===== src/rtl/prio_pkg.sv =====
// Shared definitions for the 4-line priority encoder and its receive-side decoder.
// The code map lives here only, so both ends agree on it.
package prio_pkg;

  localparam int CODE_W = 3;
  localparam int VEC_W  = 4;

  localparam logic [CODE_W-1:0] CODE_NONE = 3'b000;
  localparam logic [CODE_W-1:0] CODE_L0   = 3'b001;
  localparam logic [CODE_W-1:0] CODE_L1   = 3'b011;
  localparam logic [CODE_W-1:0] CODE_L2   = 3'b101;
  localparam logic [CODE_W-1:0] CODE_L3   = 3'b111;

  typedef enum logic [1:0] {
    EMPTY = 2'd0,
    ONE   = 2'd1,
    FULL  = 2'd2
  } occ_t;

  typedef struct packed {
    logic [VEC_W-1:0] onehot;
    logic             err;
  } entry_t;

endpackage


===== src/rtl/prio_code_lut.sv =====
// Combinational map from a 3-bit priority code to its one-hot request vector.
// Any code outside the legal set decodes to all zeros and sets err.
module prio_code_lut
  import prio_pkg::*;
(
  input  logic [CODE_W-1:0] code,
  output logic [VEC_W-1:0]  onehot,
  output logic              err
);

  // decode one code; the default arm covers the three illegal codes
  always_comb begin
    onehot = 4'b0000;
    err    = 1'b0;
    case (code)
      CODE_NONE: begin onehot = 4'b0000; err = 1'b0; end
      CODE_L0:   begin onehot = 4'b0001; err = 1'b0; end
      CODE_L1:   begin onehot = 4'b0010; err = 1'b0; end
      CODE_L2:   begin onehot = 4'b0100; err = 1'b0; end
      CODE_L3:   begin onehot = 4'b1000; err = 1'b0; end
      default:   begin onehot = 4'b0000; err = 1'b1; end
    endcase
  end

endmodule


===== src/rtl/priority_code_decoder.sv =====
// Receive-side priority code decoder with a 2-entry output buffer and a
// saturating illegal-code counter. in_ready depends on occupancy only.
module priority_code_decoder
  import prio_pkg::*;
#(
  parameter int ERR_CNT_W = 8,
  parameter int BUF_DEPTH = 2
) (
  input  logic                 clk,
  input  logic                 rst,
  input  logic [2:0]           in_code,
  input  logic                 in_valid,
  output logic                 in_ready,
  output logic [3:0]           out_onehot,
  output logic                 out_err,
  output logic                 out_valid,
  input  logic                 out_ready,
  output logic [ERR_CNT_W-1:0] err_count,
  input  logic                 err_clr
);

  if (BUF_DEPTH != 2) begin : g_bad_depth
    $error("priority_code_decoder: BUF_DEPTH must be 2");
  end

  entry_t               lut_s;
  occ_t                 state_r, state_nxt_s;
  entry_t               head_r, head_nxt_s, tail_r, tail_nxt_s;
  logic                 in_ready_r, out_valid_r;
  logic                 push_s, pop_s;
  logic [ERR_CNT_W-1:0] err_count_r, err_count_nxt_s;

  prio_code_lut u_lut (
    .code   (in_code),
    .onehot (lut_s.onehot),
    .err    (lut_s.err)
  );

  assign push_s = in_valid & in_ready_r;
  assign pop_s  = out_valid_r & out_ready;

  // occupancy transitions; a simultaneous push and pop in ONE overwrites the head
  always_comb begin
    state_nxt_s = state_r;
    head_nxt_s  = head_r;
    tail_nxt_s  = tail_r;
    case (state_r)
      EMPTY: begin
        if (push_s) begin
          head_nxt_s  = lut_s;
          state_nxt_s = ONE;
        end else begin
          state_nxt_s = EMPTY;
        end
      end
      ONE: begin
        if (push_s && pop_s) begin
          head_nxt_s  = lut_s;
          state_nxt_s = ONE;
        end else if (push_s) begin
          tail_nxt_s  = lut_s;
          state_nxt_s = FULL;
        end else if (pop_s) begin
          head_nxt_s  = '{onehot: 4'b0000, err: 1'b0};
          state_nxt_s = EMPTY;
        end else begin
          state_nxt_s = ONE;
        end
      end
      FULL: begin
        if (pop_s) begin
          head_nxt_s  = tail_r;
          state_nxt_s = ONE;
        end else begin
          state_nxt_s = FULL;
        end
      end
      default: begin
        head_nxt_s  = '{onehot: 4'b0000, err: 1'b0};
        state_nxt_s = EMPTY;
      end
    endcase
  end

  // saturating illegal-code counter; clear wins over a same-cycle increment
  always_comb begin
    err_count_nxt_s = err_count_r;
    if (err_clr) begin
      err_count_nxt_s = {ERR_CNT_W{1'b0}};
    end else if (push_s && lut_s.err && (err_count_r != {ERR_CNT_W{1'b1}})) begin
      err_count_nxt_s = err_count_r + ERR_CNT_W'(1);
    end else begin
      err_count_nxt_s = err_count_r;
    end
  end

  // buffer storage and handshake flags, all registered from the next occupancy
  always_ff @(posedge clk or posedge rst) begin
    if (rst) begin
      state_r     <= EMPTY;
      head_r      <= '{onehot: 4'b0000, err: 1'b0};
      tail_r      <= '{onehot: 4'b0000, err: 1'b0};
      in_ready_r  <= 1'b1;
      out_valid_r <= 1'b0;
    end else begin
      state_r     <= state_nxt_s;
      head_r      <= head_nxt_s;
      tail_r      <= tail_nxt_s;
      in_ready_r  <= (state_nxt_s != FULL);
      out_valid_r <= (state_nxt_s != EMPTY);
    end
  end

  // error counter register
  always_ff @(posedge clk or posedge rst) begin
    if (rst) begin
      err_count_r <= {ERR_CNT_W{1'b0}};
    end else begin
      err_count_r <= err_count_nxt_s;
    end
  end

  assign in_ready   = in_ready_r;
  assign out_valid  = out_valid_r;
  assign out_onehot = head_r.onehot;
  assign out_err    = head_r.err;
  assign err_count  = err_count_r;

endmodule


===== config.mk =====
export PLATFORM = sky130hd
export DESIGN_NAME = priority_code_decoder
export DESIGN_NICKNAME = d
export VERILOG_FILES = /design/src/rtl/prio_pkg.sv /design/src/rtl/prio_code_lut.sv /design/src/rtl/priority_code_decoder.sv
export SDC_FILE = /design/constraint.sdc
export NUM_CORES = 1
export LEC_CHECK = 0
export CAP_MARGIN = 20
export CORE_UTILIZATION = 30
export CTS_BUF_LIST = sky130_fd_sc_hd__clkbuf_16
export CTS_CLUSTER_SIZE = 16
export DETAILED_ROUTE_END_ITERATION = 12
export GPL_TIMING_DRIVEN = 0
export HOLD_SLACK_MARGIN = 0.05
export PLACE_DENSITY = 0.61
export SYNTH_ARGS = -nofsm -noshare
export SYNTH_HDL_FRONTEND = slang
export SYNTH_SLANG_ARGS = --single-unit

===== constraint.sdc =====
create_clock -name clk -period 3.3 [get_ports clk]
set_input_delay 0.66 -clock clk [delete_from_list [all_inputs] [get_ports clk]]
set_output_delay 0.66 -clock clk [all_outputs]
set_load 0.05 [all_outputs]

# --- Yosys cells after proc, flatten, opt, wreduce, memory -nomap -nowiden ---
# Cells that the tools add are included.
word_totals:
  elab_cells: 50
  out_inout_bits: 15
  register_bits: 22
  inputBits: 8
classes:
  bitwise_logic: 3
  muxes: 16
  reduce_logical: 10
  eq_ne: 12
  add_sub_neg: 1
ops:
  columns: ["op", "count"]
  rows:
  - ["5-bit 2-to-1 mux", 5]
  - ["8-bit 2-to-1 mux", 2]
  - ["4-bit case mux with 4 select lines", 1]
  - ["5-bit case mux with 3 select lines", 1]
  - ["8-bit by 1-bit adder with 8-bit output, second input constant", 1]
  - ["8-bit != test, second input constant", 1]
  - ["3-bit equality test, second input constant", 2]
  - ["2-bit 2-to-1 mux", 3]
  - ["2-bit != test, second input constant", 3]
  - ["3-bit != test, second input constant", 2]
  - ["2-bit case mux with 3 select lines", 1]
  - ["5-bit OR reduction", 1]
  - ["4-bit AND reduction", 1]
  - ["2-bit nonzero test", 2]
  - ["3-bit by 1-bit equality test with 1-bit output, second input constant", 1]
  - ["3-bit by 2-bit equality test with 1-bit output, second input constant", 1]
  - ["1-bit logical AND", 3]
  - ["3-bit zero test", 1]
  - ["1-bit 2-to-1 mux", 3]
  - ["3-bit AND reduction", 1]
  - ["1-bit AND", 2]
  - ["2-bit by 1-bit equality test with 1-bit output, second input constant", 1]
  - ["2-bit equality test, second input constant", 1]
  - ["2-bit zero test", 1]
  - ["1-bit NOT", 1]

# --- Logic depth before layout (Yosys ltp) ---
# Gate-level depths: netlist of run 1.
depth:
  word_depth: 7
  depth_mapped: 7
  ltp_nobuf: 7

# --- Modules after synthesis ---
# A second synthesis of run 1 with hierarchy kept.
hier_totals:
  hier_cells: 111
  area_unflattened_um2: 1221.2
modules_own_cells:
  columns: ["module", "area_per_inst_um2", "cells_each", "seq_area_each_um2", "instances"]
  rows:
  - ["priority_code_decoder", 1178.6, 106, 551.8, 1]
  - ["prio_code_lut", 42.5, 5, 0.0, 1]

# --- Worst setup path after synthesis of run 1 ---
# No wires, ideal clock.
synth_path:
  kind: "register to register"
  start: "register err_count_r[0] (netlist: err_count[0])"
  end: "register err_count_r[5] (netlist: err_count[5])"
  setup_ns: 0.125
  path_buffers: 0
  period_less_slack_ns: 1.989
  slack_ns: 1.311
  stages_incl_launch_ff: 6
  arrival_time_ns: 1.864
  required_ns: 3.175
  path_cell_list: "dfrtp_1 ha_1 and2_1 a2111oi_4 nand3_2 mux2_4"
synth_between:
  elab_chain_cells: 3
  word_cells_on_any_way: 6
  cone_classes: "add/sub: 1; eq/ne: 1; mux: 2; reduce/logical: 2"
synth_rtl:
  columns: ["item", "line", "text"]
  rows:
  - ["start: declaration", "priority_code_decoder.sv:31", "logic [ERR_CNT_W-1:0] err_count_r, err_count_nxt_s;"]
  - ["start signal: assignment", "priority_code_decoder.sv:117", "err_count_r <= {ERR_CNT_W{1'b0}};"]
  - ["start signal: assignment", "priority_code_decoder.sv:119", "err_count_r <= err_count_nxt_s;"]
  - ["8-bit by 1-bit adder with 8-bit output or 8-bit != test (tied branches)", "priority_code_decoder.sv:91, priority_code_decoder.sv:90", null]
  - ["8-bit 2-to-1 mux or 1-bit logical AND (tied branches)", "priority_code_decoder.sv:90", "end else if (push_s && lut_s.err && (err_count_r != {ERR_CNT_W{1'b1}})) begin"]
  - ["8-bit 2-to-1 mux or 2-bit nonzero test (tied branches)", null, null]
# Parallel ways exist; a longest one is shown, timed or not. The select of a mux whose other input is x is not followed.
# A chain may end at the register's enable or synchronous reset.

# --- Worst setup path after layout of run 1 ---
layout_path:
  start: "input port in_valid"
  end: "register head_r (netlist bit out_onehot[0])"
layout_between:
  elab_chain_cells: 4
  word_cells_on_any_way: 8
  cone_classes: "eq/ne: 3; mux: 2; bitwise: 1; reduce/logical: 2"
layout_rtl:
  columns: ["item", "line", "text"]
  rows:
  - ["start: declaration", "priority_code_decoder.sv:12", "input logic in_valid,"]
  - ["1-bit AND (*)", "priority_code_decoder.sv:39", "assign push_s = in_valid & in_ready_r;"]
  - ["1-bit logical AND", "priority_code_decoder.sv:57", "if (push_s && pop_s) begin"]
  - ["3-bit != test (no source line) or 5-bit 2-to-1 mux (tied branches)", null, null]
  - ["4-bit AND reduction (no source line) or 5-bit case mux with 3 select lines (tied branches)", null, null]
  - ["end signal: assignment", "priority_code_decoder.sv:101", "head_r <= '{onehot: 4'b0000, err: 1'b0};"]
  - ["end signal: assignment", "priority_code_decoder.sv:107", "head_r <= head_nxt_s;"]
  - ["end: declaration", "priority_code_decoder.sv:28", "entry_t head_r, head_nxt_s, tail_r, tail_nxt_s;"]
# Mark *: on every way between the ends. The rest lies on a longest branch, timed or not.

==> summary.txt, run 1 <==
Worst setup path
  – Worst path buffer plus inverter count: 2
  – Reg-to-reg endpoint: out_onehot[0]
  – Crit path max fanout: 5
  – Startpoint Class: primary input
  – Reg2reg path depth: 7
  – CP endpoint kind: register
  – Required time worst endpoint: around 3500 ps
  – R2r startpoint: in_ready
  – End point of the critical path: out_onehot[0]
  – Levels on crit path: 8
  – Reg2reg setup slack: between 1000 and 1500 ps
  – Crit-path leading delay family: buffers and inverters
  – Critical path class: in2reg
  – Crit-path cells: clkdlybuf4s50_1, nand2_2, inv_1, ha_1, and3b_1, o21ai_0, o211ai_1, o22ai_1
  – Crit path from: in_valid
  – Max stage delay on crit path: 500 ps
  – Slowest-stage cell, CP: clkdlybuf4s50_1
  – Arrival time at the worst endpoint: ~2400 ps

Pwr
  – Total chip power: between 0.001 and 0.0015 W
  – Net switching power: 0.000470 W
  – Sw Ratio: between 40% and 50%
  – Max VDD drop: 214 uV
  – P per Cell Area: between 700 and 800 mW/mm^2
  – Flop pwr share: 36.0%
  – Clock power frac: roughly 22%
  – Comb pwr share: 41.7%
  – Lkg Pwr: roughly 0.65 nW
  – Int Power: ~0.00068 W

STA
  – Worst slew pin tran: between 800 and 900 ps
  – Fin worst setup slack: 1030 ps
  – Setup repair after global routing missed its margin: no
  – Final setup viols: 0
  – Final period utilization: approximately 70%
  – Relative slew slack: 44.0%
  – Pins Over Slew Limit: 0
  – Crit path time final: 2270 ps
  – Final Hold Viols: 0
  – Setup TNS: 0 ps
  – Max frequency: ~440 MHz
  – Worst Clk Skew: 2.42 ps

Global route
  – Gr ovfl total: 0
  – GRT Util Overall: between 10% and 20%
  – First-pass GRT wire length: approximately 4300 um
  – Number of global-route vias before repair: 930
  – Largest net degree at the start of global routing: 23
  – Initial antenna violation count: 0

Synthesis
  – #FFs+latches synth: 22
  – Post-synth top area cell: dfrtp_1
  – Synth Instances: between 100 and 150
  – Register area share after synthesis: 46.3%
  – Post-Syn Area: ~0.0012 mm^2
  – Ys flop type: dfrtp_1
  – Post-synth EDFFs: 0
  – Top cells by area, synth: dfrtp_1 (44%), a21oi_1 (4.6%), ha_1 (3.1%)
  – Post-synth top area share: 44.1%
  – Synth async-reset ratio: 100%
  – Avg Cell Area, Syn: 9.94 um^2
  – Syn Nets: about 130
  – Synth warn: 0
  – Cell variety after synth: 39

Floorplanning
  – Chip width: 65.0 um
  – I/O pin cnt: 23
  – DIE HEIGHT: about 65 um
  – # rows: 22
  – Core area: 0.00374 mm^2
  – Die ar.: around 0.0042 mm^2
  – Starting Density: around a third

Drt
  – Vias: a little under 1000
  – Initial drt markers: 58
  – Avg Vias per Cell: a little over 5
  – DR pass1 iterations: 4
  – Metal2 WL: between 1000 and 1500 um
  – DRC viols: 0
  – Number of nets still failing antenna checks after routing: 0
  – Highest routing layer actually used: met4
  – Final WL: around 2500 um
  – Wire length on met1: 1170 um
  – DR WL met3: 130 um
  – Wire per inst: about 13 um

Clock tree
  – CTS tree: done
  – H-tree Lvls: 1
  – Clock latency at the later pin of the worst-skew pair: between 200 and 300 ps
  – Hold buffers post-CTS: 0
  – Num Clock Sinks: 22
  – Post-CTS setup buffers: 0
  – CTS resizes: 0
  – Worst-path clk slew: 60 ps
  – Max clock buf depth: 2
  – Root Buffer: clkbuf_16
  – CTS Buf Count: 3

Placement
  – Routability cong.: between 0.7 and 0.8
  – DP Worst Slack: 767 ps
  – DP Wirelength: between 1500 and 2000 um
  – Port Buffers: 21

Final layout
  – Ant diodes: 0
  – Util after Layout: between 40% and 50%
  – Sequential Area: approximately 550 um^2
  – Share of cells above drive strength 1: between 10% and 20%
  – Footprint of the multi-input gates: slightly below 600 um^2
  – Net count, final: 157
  – Area growth, synth to finish: 29.3%
  – Fill cells: 384

Flow run
  – Max Cap Violations: 0

Hold path
  – Worst hold start: tail_r[0]
  – Hold Path Class: reg2reg

Run status
  – Outcome: completed
[cell type report]
class | count | share of cell area [%]
inverters | 10 | 2.44
plain buffers | 2 | 0.731
clock inverters | 1 | 0.244
repair buffers | 21 | 13.6
flip-flops and latches | 22 | 35.8
clock buffers | 3 | 4.87
multi-input cells | 86 | 38.4
well taps | 48 | 3.90
[flip-flops by register name, summed over array words and instances (netlist names)]
register / flops
in_ready: 1
tail_r: 5
state_r: 2
out_err: 1
out_valid: 1
err_count: 8
out_onehot: 4
[metal layers]
layer	vias to the layer above	global-route usage [%]
met3	5	2.99
met2	32	22.1
met5	-	0
met1	465	16.2
li1	474	-
met4	0	4.89
[cell usage in the layout, fill, tap and decap left out, types with 2 or more instances in the layout]
cell type and n:
dfrtp_1 21, clkdlybuf4s50_1 21, a21oi_1 11, inv_1 11, nand2_1 10, nor2_1 7
nand3_1 6, o21ai_0 6, o22ai_1 5, nor2b_1 4, a31oi_1 3, nand3b_1 3
ha_1 3, clkbuf_16 3, nand4_1 2, o211ai_1 2, mux2_4 2, xor2_1 2
[kinds of logic (layout without fill, tap and decap cells)]
group | after synthesis | in the layout | synth area share (%)
xor+xnor | 3 | 3 | 2.20
buf+inv | 12 | 37 | 4.09
compound gates | 32 | 32 | 18.7
simple gates | 45 | 45 | 22.2
mux | 3 | 3 | 3.36
flops | 22 | 22 | 46.3
fa+ha+maj | 3 | 3 | 3.15
[power by group through the flow]
stage	logic (W)	registers [W]	clock network [W]
after detailed placement	0.000478	0.000416	0
final	0.000478	0.000412	0.000256
after global routing	0.000519	0.000424	0.000274
after global placement	0.000468	0.000411	0
after floorplan	0.000204	0.000542	0
after CTS	0.000480	0.000412	0.000262
[tightest hold or removal path, delay by kind of cell, from the launching register on]
family,cells,cell delay [ps]
flip-flops,1,340
AO/OA/AOI/OAI,1,60
AND/OR/NAND/NOR,1,50
[through the flow]
stage	hold slack, ps	instance area (um^2)	cells
final	485	1540	193
after detailed placement	475	1460	189
after global routing	516	1540	193
after floorplan	450	1190	120
after global placement	466	1460	189
after CTS	488	1540	193
[cell usage after synthesis, drive strengths merged (2+ instances only)]
library cell and count:
dfrtp 21, a21oi 11, nand2 11, inv 10, nand3 7, nor2 7, o21ai 6, o22ai 5
nor2b 4, a31oi 3, ha 3, nand3b 3, mux2 2, nand4 2, o211ai 2, xor2 2
[worst min-delay path by stage]
| stage | to | slack (ps) | cells past startpoint |
|---|---|---|---|
| after floorplan | tail_r[0] | 450 | 2 |
| after global placement | tail_r[3] | 470 | 2 |
| after detailed placement | tail_r[0] | 480 | 2 |
| after CTS | tail_r[0] | 490 | 2 |
| after global routing | tail_r[3] | 520 | 2 |
| final | tail_r[0] | 480 | 2 |
No activity file was read; power rests on OpenSTA's default activity.
==> run 2: changes to the inputs <==
- clock period: 3.3 -> 2.2 ns (I/O delays scaled with it)
==> summary.txt, run 2 (synthesis results as in run 1) <==
Clock tree
  – CTS tree: done
  – Clock latency at the later pin of the worst-skew pair: around 250 ps
  – Num Clock Sinks: 22
  – CTS Buf Count: 3
  – Worst-path clk slew: ~60 ps
  – Hold buffers post-CTS: 0
  – Max clock buf depth: 2
  – H-tree Lvls: 1
  – Root Buffer: clkbuf_16

Worst setup path
  – Max stage delay on crit path: around 800 ps
  – Crit-path cells: clkdlybuf4s50_1
  – R2r startpoint: err_count[0]
  – CP endpoint kind: output port
  – Slowest-stage cell, CP: clkdlybuf4s50_1
  – Reg2reg path depth: 5
  – Crit-path leading delay family: buffers and inverters
  – Reg-to-reg endpoint: err_count[5]
  – Crit path max fanout: 3
  – Reg2reg setup slack: approximately 380 ps
  – End point of the critical path: in_ready
  – Levels on crit path: 1
  – Startpoint Class: register
  – Critical path class: reg2out
  – Arrival time at the worst endpoint: between 1500 and 2000 ps
  – Required time worst endpoint: between 1500 and 2000 ps
  – Worst path buffer plus inverter count: 1
  – Crit path from: in_ready

Drt
  – Number of nets still failing antenna checks after routing: 0
  – Avg Vias per Cell: ~5
  – DR pass1 iterations: 4
  – Wire per inst: 13.1 um
  – Initial drt markers: 48
  – Vias: between 900 and 1000
  – DRC viols: 0
  – Final WL: between 2000 and 3000 um

Placement
  – Port Buffers: 21
  – Routability cong.: ~0.77
  – DP Wirelength: roughly 1900 um
  – Post-DP Area: around 0.0015 mm^2

Floorplanning
  – Starting Density: 31.9%
  – I/O pin cnt: 23
  – # rows: 22
  – Core area: between 0.003 and 0.004 mm^2
  – Die ar.: 0.00423 mm^2
  – DIE HEIGHT: 65.0 um
  – Chip width: 65.0 um

Pwr
  – Max VDD drop: around 320 uV
  – Total chip power: roughly 0.0017 W
  – P per Cell Area: 1110 mW/mm^2
  – Lkg Pwr: roughly 0.65 nW

Global route
  – Largest net degree at the start of global routing: 23
  – Gr ovfl total: 0
  – GRT Util Overall: a little over an eighth
  – Initial antenna violation count: 0
  – First-pass GRT wire length: 4270 um
  – Number of global-route vias before repair: a little over 900

Run status
  – Outcome: completed

STA
  – Final Hold Viols: 0
  – Setup repair after global routing missed its margin: no
  – Worst slew pin tran: 826 ps
  – Final setup viols: 0
  – WHS: around 430 ps
  – Worst Clk Skew: about 2.4 ps
  – Max frequency: roughly 490 MHz
  – Final period utilization: 92.8%
  – Crit path time final: between 2000 and 2500 ps
  – Pins Over Slew Limit: 0
  – Relative slew slack: about 45%
  – Setup TNS: 0 ps

Final layout
  – Ant diodes: 0
  – Net count, final: 157
  – Share of cells above drive strength 1: a little under an eighth
  – Area growth, synth to finish: 29.3%
  – Commonest non-fill, non-tap cells in the layout: dfrtp_1 (21), clkdlybuf4s50_1 (21), a21oi_1 (11)
  – Number of flip-flops in the largest register: 8
  – Post-route cell area: roughly 0.0015 mm^2
  – Fill cells: between 300 and 400

Hold path
  – Hold Path Class: in2reg

Flow run
  – Max Cap Violations: 0
-- run 2: routing by layer --
| layer | vias up | wire (um) | track usage, % |
|---|---|---|---|
| met5 | - | 0 | 0 |
| met4 | 0 | 43 | 4.89 |
| met3 | 5 | 119 | 2.99 |
| met2 | 26 | 1190 | 22.1 |
| met1 | 460 | 1170 | 16.2 |
| li1 | 474 | - | - |
-- run 2: layout make-up --
type	instances	area [um^2]	area share, %
clock inverters	1	3.75	0.244
well taps	48	60.1	3.90
flip-flops and latches	22	552	35.8
multi-input cells	86	592	38.4
clock buffers	3	75.1	4.87
repair buffers	21	210	13.6
inverters	10	37.5	2.44
plain buffers	2	11.3	0.731
-- run 2: per-stage QoR --
| step | utilization (%) | setup slack [ps] | instances |
|---|---|---|---|
| 2_1_floorplan | - | 211 | 120 |
| 3_3_place_gp | 39.1 | -14.6 | 189 |
| 3_5_place_dp | 39.1 | -113 | 189 |
| 4_1_cts | 41.2 | 144 | 193 |
| 5_1_grt | 41.2 | 73.2 | 193 |
| 6_report | 41.2 | 159 | 193 |
-- run 2: worst min path at each step --
stage          slack (ps)      start  cells after the start            to
4_1_cts               420    err_clr                      2  err_count[2]
3_3_place_gp          470  tail_r[3]                      2     tail_r[3]
5_1_grt               430    err_clr                      2  err_count[2]
3_5_place_dp          480  tail_r[0]                      2     tail_r[0]
6_report              430    err_clr                      2  err_count[2]
2_1_floorplan         430        rst                      1  err_count[0]
-- run 2: where the power goes --
part / internal [W] / switching [W]
Sequential: 0.000527 / 0.0000908
Combinational: 0.000245 / 0.000472
Clock: 0.000242 / 0.000142
Total: 0.00101 / 0.000704
-- run 2: timing repair --
item	in CTS	in global routing
resized for setup	0	1
hold endpoints to repair	0	0
endpoints found under the setup margin	0	1
buffers inserted	0	0
